`config.mk`:
```
export PLATFORM = sky130hd
export DESIGN_NAME = dfm_reg_bank_flat
export DESIGN_NICKNAME = d
export VERILOG_FILES = /design/src/rtl/dfm_reg_bank_if.sv /design/src/rtl/dfm_reg_bank.sv /design/src/flat_wrapper.sv
export SDC_FILE = /design/constraint.sdc
export NUM_CORES = 1
export LEC_CHECK = 0
export BUFFER_PORTS_ARGS = -buffer_cell sky130_fd_sc_hd__buf_2
export CORE_MARGIN = 10
export CORE_UTILIZATION = 48
export DETAILED_ROUTE_END_ITERATION = 7
export GPL_TIMING_DRIVEN = 0
export PLACE_DENSITY = 0.76
export SLEW_MARGIN = 0
export SYNTH_ARGS = -nofsm -noshare
export SYNTH_HDL_FRONTEND = slang
export SYNTH_SLANG_ARGS = --single-unit
```
`constraint.sdc`:
```
create_clock -name clk_i -period 1.5 [get_ports clk_i]
set_clock_uncertainty 0.15 [all_clocks]
set_input_delay 0.225 -clock clk_i [delete_from_list [all_inputs] [get_ports clk_i]]
set_output_delay 0.225 -clock clk_i [all_outputs]
set_load 0.02 [all_outputs]
```
`src/rtl/dfm_reg_bank_if.sv`:
```
`default_nettype none
// ============================================================================
//  Module   : dfm_reg_bank_if
//  Purpose  : Write / commit / read bus bundle for the frequency-meter register bank.
//  Revision : 1.0  initial release
// ============================================================================
interface dfm_reg_bank_if #(
    parameter int DW     = 8,
    parameter int NUM_RW = 8,
    parameter int AW     = 4
);
    logic                 bulk_wr_en_i;
    logic [NUM_RW*DW-1:0] bulk_wr_data_i;
    logic                 byte_wr_en_i;
    logic [AW-1:0]        byte_wr_addr_i;
    logic [DW-1:0]        byte_wr_data_i;
    logic                 wr_err_o;
    logic                 commit_i;
    logic                 commit_done_o;
    logic                 rd_en_i;
    logic                 rd_req_i;
    logic [AW-1:0]        rd_addr_i;
    logic [DW-1:0]        rd_data_o;
    logic                 rd_valid_o;
    logic                 rd_err_o;
    logic [NUM_RW*DW-1:0] cfg_o;

    modport master (
        output bulk_wr_en_i, bulk_wr_data_i, byte_wr_en_i, byte_wr_addr_i, byte_wr_data_i,
        output commit_i, rd_en_i, rd_req_i, rd_addr_i,
        input  wr_err_o, commit_done_o, rd_data_o, rd_valid_o, rd_err_o, cfg_o
    );

    modport slave (
        input  bulk_wr_en_i, bulk_wr_data_i, byte_wr_en_i, byte_wr_addr_i, byte_wr_data_i,
        input  commit_i, rd_en_i, rd_req_i, rd_addr_i,
        output wr_err_o, commit_done_o, rd_data_o, rd_valid_o, rd_err_o, cfg_o
    );
endinterface
`default_nettype wire

```
`src/rtl/dfm_reg_bank.sv`:
```
`default_nettype none
// ============================================================================
//  Module   : dfm_reg_bank
//  Purpose  : Byte-addressed RO/staging/active register bank with read-burst-safe commit.
//  Revision : 1.0  initial release
// ============================================================================
module dfm_reg_bank #(
    parameter int                     DW      = 8,
    parameter int                     NUM_RO  = 8,
    parameter int                     NUM_RW  = 8,
    parameter int                     AW      = 4,
    parameter logic [NUM_RO*DW-1:0]   RO_INIT = '0
) (
    input  wire logic        clk_i,
    input  wire logic        rst_n_i,
    dfm_reg_bank_if.slave    bus
);
    localparam int         c_NUM_ADDR = 2**AW;
    localparam logic [0:0] c_IDLE     = 1'b0;
    localparam logic [0:0] c_PEND     = 1'b1;

    logic [NUM_RW*DW-1:0] r_staging;
    logic [NUM_RW*DW-1:0] r_active;
    logic [0:0]           r_state;
    logic                 r_commit_done;
    logic                 r_wr_err;
    logic [DW-1:0]        r_rd_data;
    logic                 r_rd_valid;
    logic                 r_rd_err;

    logic [NUM_RW-1:0]     w_byte_hit;
    logic                  w_copy;
    logic [DW-1:0]         w_map [c_NUM_ADDR];
    logic [c_NUM_ADDR-1:0] w_mapped;

    generate
        for (genvar j = 0; j < NUM_RW; j++) begin : g_hit
            localparam logic [AW-1:0] c_ADDR = AW'(NUM_RO + j);
            assign w_byte_hit[j] = bus.byte_wr_en_i && (bus.byte_wr_addr_i == c_ADDR);
        end

        // Flat read map over the whole address space; holes read as zero and flag an error.
        for (genvar k = 0; k < c_NUM_ADDR; k++) begin : g_map
            if (k < NUM_RO) begin : g_ro
                assign w_map[k]    = RO_INIT[k*DW +: DW];
                assign w_mapped[k] = 1'b1;
            end else if (k < NUM_RO + NUM_RW) begin : g_rw
                assign w_map[k]    = r_active[(k-NUM_RO)*DW +: DW];
                assign w_mapped[k] = 1'b1;
            end else begin : g_hole
                assign w_map[k]    = '0;
                assign w_mapped[k] = 1'b0;
            end
        end
    endgenerate

    // A copy happens whenever a request (new or parked) sees the read burst idle.
    assign w_copy = !bus.rd_en_i && ((r_state == c_PEND) || bus.commit_i);

    always_ff @(posedge clk_i or negedge rst_n_i) begin
        if (!rst_n_i) begin
            r_staging <= '0;
        end else begin
            for (int j = 0; j < NUM_RW; j++) begin
                if (w_byte_hit[j]) begin
                    r_staging[j*DW +: DW] <= bus.byte_wr_data_i;
                end else if (bus.bulk_wr_en_i) begin
                    r_staging[j*DW +: DW] <= bus.bulk_wr_data_i[j*DW +: DW];
                end
            end
        end
    end

    always_ff @(posedge clk_i or negedge rst_n_i) begin
        if (!rst_n_i) begin
            r_state       <= c_IDLE;
            r_active      <= '0;
            r_commit_done <= 1'b0;
        end else begin
            r_commit_done <= w_copy;
            if (w_copy) begin
                r_state  <= c_IDLE;
                r_active <= r_staging;
            end else if (bus.commit_i) begin
                r_state  <= c_PEND;
            end
        end
    end

    always_ff @(posedge clk_i or negedge rst_n_i) begin
        if (!rst_n_i) begin
            r_wr_err   <= 1'b0;
            r_rd_valid <= 1'b0;
            r_rd_err   <= 1'b0;
            r_rd_data  <= '0;
        end else begin
            r_wr_err   <= bus.byte_wr_en_i && !(|w_byte_hit);
            r_rd_valid <= bus.rd_req_i;
            r_rd_err   <= bus.rd_req_i && !w_mapped[bus.rd_addr_i];
            if (bus.rd_req_i) begin
                r_rd_data <= w_map[bus.rd_addr_i];
            end
        end
    end

    assign bus.wr_err_o      = r_wr_err;
    assign bus.commit_done_o = r_commit_done;
    assign bus.rd_data_o     = r_rd_data;
    assign bus.rd_valid_o    = r_rd_valid;
    assign bus.rd_err_o      = r_rd_err;
    assign bus.cfg_o         = r_active;
endmodule
`default_nettype wire

```
`src/flat_wrapper.sv`:
```
// flat-port wrapper written by rule: the top's interface ports become plain ports
module dfm_reg_bank_flat 
#(
    parameter int                     DW      = 8,
    parameter int                     NUM_RO  = 8,
    parameter int                     NUM_RW  = 8,
    parameter int                     AW      = 4,
    parameter logic [NUM_RO*DW-1:0]   RO_INIT = '0
)
  (clk_i, rst_n_i, bus_bulk_wr_en_i, bus_bulk_wr_data_i, bus_byte_wr_en_i, bus_byte_wr_addr_i, bus_byte_wr_data_i, bus_commit_i, bus_rd_en_i, bus_rd_req_i, bus_rd_addr_i, bus_wr_err_o, bus_commit_done_o, bus_rd_data_o, bus_rd_valid_o, bus_rd_err_o, bus_cfg_o);
  dfm_reg_bank_if #(.DW(DW), .NUM_RW(NUM_RW), .AW(AW)) bus_i ();
  input  wire logic clk_i;
  input  wire logic rst_n_i;
  input wire logic [$bits(bus_i.bulk_wr_en_i)-1:0] bus_bulk_wr_en_i;
  input wire logic [$bits(bus_i.bulk_wr_data_i)-1:0] bus_bulk_wr_data_i;
  input wire logic [$bits(bus_i.byte_wr_en_i)-1:0] bus_byte_wr_en_i;
  input wire logic [$bits(bus_i.byte_wr_addr_i)-1:0] bus_byte_wr_addr_i;
  input wire logic [$bits(bus_i.byte_wr_data_i)-1:0] bus_byte_wr_data_i;
  input wire logic [$bits(bus_i.commit_i)-1:0] bus_commit_i;
  input wire logic [$bits(bus_i.rd_en_i)-1:0] bus_rd_en_i;
  input wire logic [$bits(bus_i.rd_req_i)-1:0] bus_rd_req_i;
  input wire logic [$bits(bus_i.rd_addr_i)-1:0] bus_rd_addr_i;
  output wire logic [$bits(bus_i.wr_err_o)-1:0] bus_wr_err_o;
  output wire logic [$bits(bus_i.commit_done_o)-1:0] bus_commit_done_o;
  output wire logic [$bits(bus_i.rd_data_o)-1:0] bus_rd_data_o;
  output wire logic [$bits(bus_i.rd_valid_o)-1:0] bus_rd_valid_o;
  output wire logic [$bits(bus_i.rd_err_o)-1:0] bus_rd_err_o;
  output wire logic [$bits(bus_i.cfg_o)-1:0] bus_cfg_o;
  assign bus_i.bulk_wr_en_i = bus_bulk_wr_en_i;
  assign bus_i.bulk_wr_data_i = bus_bulk_wr_data_i;
  assign bus_i.byte_wr_en_i = bus_byte_wr_en_i;
  assign bus_i.byte_wr_addr_i = bus_byte_wr_addr_i;
  assign bus_i.byte_wr_data_i = bus_byte_wr_data_i;
  assign bus_i.commit_i = bus_commit_i;
  assign bus_i.rd_en_i = bus_rd_en_i;
  assign bus_i.rd_req_i = bus_rd_req_i;
  assign bus_i.rd_addr_i = bus_rd_addr_i;
  assign bus_wr_err_o = bus_i.wr_err_o;
  assign bus_commit_done_o = bus_i.commit_done_o;
  assign bus_rd_data_o = bus_i.rd_data_o;
  assign bus_rd_valid_o = bus_i.rd_valid_o;
  assign bus_rd_err_o = bus_i.rd_err_o;
  assign bus_cfg_o = bus_i.cfg_o;
  dfm_reg_bank #(.DW(DW), .NUM_RO(NUM_RO), .NUM_RW(NUM_RW), .AW(AW), .RO_INIT(RO_INIT)) u_core (.clk_i(clk_i), .rst_n_i(rst_n_i), .bus(bus_i));
endmodule
```
* Word-level counts from Yosys, hierarchy flattened *
Memory sizes are Yosys's and may differ from the RTL's.
Cells that the tools add are included.

word-level totals
  bits in registers = 141
  latch bits = 0
  memory bits (writable) = 0
  memory bits (read-only) = 16
  word-level logic and storage cells = 74
  memories = 1

memories
  memory           depth  width  read ports  clocked after memory_dff  write ports  line                RTL
  (no name shown)  16     1      1           0                         0            dfm_reg_bank.sv:99  r_rd_err <= bus.rd_req_i && !w_mapped[bus.rd_addr_i];

cells by class
  add/sub/neg operators = 0
  multiply operators = 0
  divide/modulo/power cells = 0
  $lt $le $gt $ge = 2
  equality and inequality tests = 8
  shift operators = 0
  muxes and demuxes = 22
  bitwise gates (word level) = 1
  reduce and logical (&&, ||, !) cells = 25

operator list
  cell                                                                           number
  8-bit two-way mux                                                              18
  8-bit binary-select mux with 4-bit select                                      1
  4-bit == test (second input constant)                                          8
  2-bit nonzero test                                                             9
  1-bit logical AND                                                              11
  8-bit OR reduction                                                             1
  5-bit >= comparator (second input constant)                                    1
  4-bit by 5-bit less-than comparator with 1-bit output (second input constant)  1
  4-bit inverter with 5-bit output                                               1
  1-bit logical NOT                                                              3
  1-bit two-way mux                                                              3
  1-bit logical OR                                                               1

* Logic depth before layout (Yosys ltp) *
  word-level depth = 5
  mapped depth = 5
  gate-level depth less buffers = 3

* Worst setup path after synthesis *
OpenSTA, ideal clock, no wires.

  path type = reg-to-reg
  start = reg u_core.r_state
  end = reg u_core.r_active[0], in the netlist u_core.bus.cfg_o[0]
  setup time = 0.125 ns
  arrival = 1.246 ns
  required time = 1.225 ns
  path slack = -0.020 ns
  cell stages (with the launch flop) = 5
  path buffers = 2
  cells stage by stage = dfrtp_1 > o21bai_1 > buf_2 > buf_2 > mux2_2

on the way
  word-level cells in the longest chain between the ends = 2

ends and longest elaborated chain
  what                    line                RTL
  from (decl)             dfm_reg_bank.sv:24  logic [0:0] r_state;
  from (signal assigned)  dfm_reg_bank.sv:76  r_state <= c_IDLE;
  from (signal assigned)  dfm_reg_bank.sv:82  r_state <= c_IDLE;
  from (signal assigned)  dfm_reg_bank.sv:85  r_state <= c_PEND;
  1-bit logical OR        dfm_reg_bank.sv:58  assign w_copy = !bus.rd_en_i && ((r_state == c_PEND) || bus.commit_i);
  1-bit logical AND       dfm_reg_bank.sv:58
  to (signal assigned)    dfm_reg_bank.sv:83  r_active <= r_staging;
  to (decl)               dfm_reg_bank.sv:23  logic [NUM_RW*DW-1:0] r_active;

No other way between the ends.
A chain may end at the register's enable or synchronous reset.

* Worst setup path in the final report *
  start = reg u_core.r_state
  end = reg u_core.r_active[61], in the netlist u_core.bus.cfg_o[61]

Same word-level chain as after synthesis.

==> results.md <==
* Status: finished with violations
* Failing checks: setup timing
* Max-slew violations at 0
* Instance count on the critical path at 4
* Hold Path Class: input port to flip-flop
* Maxcap violations at 0
* Htree depth at 4
* FP Rows at 42
* Initial Util at 49.2%
* Syn_area_per_cell at 15.1 sq um
* Finish-stage setup viols at 51
* Fill count at 1038
* Pin count of the biggest net entering global routing at 75
* CP Capture Type: flip-flop
* DRT iter0 DRCs at 296
* Synth cell types at 27
* Core area at 13300 sq um
* GRT overflow at 0
* Worst setup path end: u_core.bus.cfg_o[61]$_DFFE_PN0P_
* Antenna violations before repair at 0
* Most frequent cells in the layout: mux2_2 (195), buf_2 (166), dfrtp_1 (140)
* Vias at 4415
* Switching pwr at 3.24 mW
* Setup WS post-layout at -55.0 ps
* Net count after synthesis at 520
* GRT Util Overall at 20.6%
* Vias in the first global route at 5073
* CTS sink cnt at 140
* Die X at 137 microns
* Post-DP HPWL at 13600 microns
* Total Wirelength at 18900 microns
* Post-Layout Inst Area at 8280 sq um
* Port Buffers at 159
* Final #Nets at 709
* Seq/Total Area, Yosys at 53.6%
* Crit path launch: u_core.r_state$_DFFE_PN0P_
* CP Max Fanout at 10
* Crit path launch type: flip-flop
* Fmax at 643 MHz
* First-pass GRT wire length at 28800 microns
* Tmin final at 1560 ps
* DRC at 0
* CP max stage delay at 400 ps
* CTS tree: done
* Worst-Skew Late Latency at 420 ps
* Crit path top cell by count: buf_8
* P per Cell Area at 1340 nW/um^2
* Routed Antenna Nets at 0
* I/O pin count at 163
* Slew HR at 56.5%
* Most common cell after layout, fill and taps aside: mux2_2
* Dpl cell area at 7590 sq um
* Fin crit share at 104%
* Worst-path clk slew at 50 ps
* Share of layout cells above drive strength 1 at 68.5%
* Sequential share of power at 43.1%
* Buf/Inv on CP at 2
* Worst R2R Path Depth at 4
* Seq cells post-synth at 140
* CP Class: flip-flop to flip-flop
* VDD IR-drop max at 0.718 mV
* Reg-to-Reg End: u_core.bus.cfg_o[61]$_DFFE_PN0P_
* Critical path's top delay family: flip-flops
* Cells after synthesis at 433
* Non-filler cells, final at 808
* RSZ-0062 raised after global routing: true
* Final Hold Viols at 0
* Crit Reg-Reg Startpoint: u_core.r_state$_DFFE_PN0P_
* Switching Fraction at 29.1%
* TritonCTS Buffers at 17
* Drt pass-1 iters at 4
* Worst path required time at 1650 ps
* Worst path slowest cell: dfrtp_1
* Synth warn at 0
* Layout overhead on the synthesized area at 26.5%
* Clk buf depth at 2
* Worst path cell trace: o21bai_4 > buf_8 > buf_8 > mux2_2
* Placer congestion estimate at 0.794
* Netlist Area Pre-Place at 6540 sq um
* CP arrival at 1700 ps
* Leakage Power at 3.77 nW
* Worst hold slack at 11.2 ps
* Overall power at 11.1 mW
* Setup tns final at -1660 ps
* Clock root cell: clkbuf_16
* Clock Power Share at 33.4%
* Internal power at 7.89 mW
* Comb power frac at 23.5%
* Die ar. at 18700 sq um
* DR vias/cell at 5.46
* Avg WL per Cell at 23.3 microns
* Worst-margin pin slew at 653 ps
* # diodes at 0
* R2r setup slk at -60 ps
* Dpl cells at 769
* Die Ht at 137 microns
==> metal layers <==
| metal | global-route usage (%) | share of wire, % |
|---|---|---|
| met1 | 24.5 | 40 |
| met5 | 0 | 0 |
| met3 | 6.38 | 7.3 |
| met4 | 6.15 | 1.1 |
| met2 | 35.1 | 52 |
==> cells by family after synthesis <==
kind of cell,synth area share (%)
AOI/OAI and AO/OA,2.10
buffers and inverters,2.58
DFF,53.6
muxes,39.1
other,0.0573
and+or+nand+nor,2.62
==> synthesized netlist by cell type, drive strengths merged <==
library cell / instances / area share (%)
o41ai: 1 / 0.13
nand3b: 1 / 0.31
o21bai: 1 / 0.11
mux2: 207 / 36
inv: 8 / 0.46
o21a: 1 / 0.11
nand2: 3 / 0.17
clkbuf: 1 / 0.057
mux4: 8 / 2.8
dfrtp: 140 / 54
nor2b: 2 / 0.19
o32ai: 7 / 0.94
o22ai: 7 / 0.67
nor3b: 1 / 0.11
a2111oi: 1 / 0.13
nand3: 1 / 0.15
conb: 1 / 0.057
or3: 2 / 0.19
and2b: 1 / 0.13
buf: 22 / 2.1
nand2b: 4 / 0.38
nor2: 13 / 0.98
==> layout make-up <==
class | instances | area (sq um) | share of cell area, %
sequential | 140 | 3500 | 42.3
multi-input combinational | 262 | 2890 | 34.9
timing repair buffer | 170 | 926 | 11.2
clock buffer | 27 | 503 | 6.08
tap | 176 | 220 | 2.66
buffer | 23 | 198 | 2.39
inverter | 8 | 30.0 | 0.363
clock inverter | 2 | 10.0 | 0.121
==> stage by stage <==
stage / worst slack (ps) / utilization [%]
after floorplan: -20.3 / -
after global placement: -1820 / 56.8
after detailed placement: -386 / 57.1
after CTS: -68.7 / 62.0
after global routing: -86.4 / 62.3
final: -55.0 / 62.3
==> worst reg2reg max path: stages, from the launching register on <==
cell	delay, ps
dfrtp_1	400
o21bai_4	170
buf_8	170
buf_8	170
mux2_2	360
==> power by group through the flow <==
stage / clock (mW) / sequential (mW) / combinational [mW]
final: 3.72 / 4.79 / 2.62
after floorplan: 0 / 5.23 / 1.12
after global placement: 0 / 4.79 / 2.51
after global routing: 3.91 / 4.86 / 2.80
after CTS: 3.76 / 4.78 / 2.64
after detailed placement: 0 / 4.84 / 2.59
==> worst min path at each step <==
stage,startpoint,endpoint,slack (ps),depth (start not counted)
floorplan,rst_n_i,u_core.bus.cfg_o[0]$_DFFE_PN0P_,-220,0
global placement,bus_rd_req_i,u_core.bus.rd_valid_o$_DFF_PN0_,210,1
detailed placement,rst_n_i,u_core.bus.cfg_o[44]$_DFFE_PN0P_,120,1
CTS,bus_byte_wr_addr_i[3],u_core.bus.wr_err_o$_DFF_PN0_,0.3,2
global route,bus_byte_wr_addr_i[3],u_core.bus.wr_err_o$_DFF_PN0_,20,2
finish,bus_byte_wr_addr_i[3],u_core.bus.wr_err_o$_DFF_PN0_,10,2
==> sequential cells by signal, summed over array words and instances (netlist names) <==
| register | count |
|---|---|
| u_core.bus.rd_valid_o | 1 |
| u_core.bus.cfg_o | 64 |
| u_core.r_staging | 64 |
| u_core.r_state | 1 |
| u_core.bus.commit_done_o | 1 |
| u_core.bus.wr_err_o | 1 |
| u_core.bus.rd_data_o | 8 |
==> repair_timing <==
item                                    4_1_cts  5_1_grt
hold buffers                                  7        0
buffers inserted                              1        1
cloned                                        1        0
endpoints found under the setup margin       61       61
resized for setup                            16        8
endpoints found under the hold margin        71        0
Power figures use the tool's default switching activity.
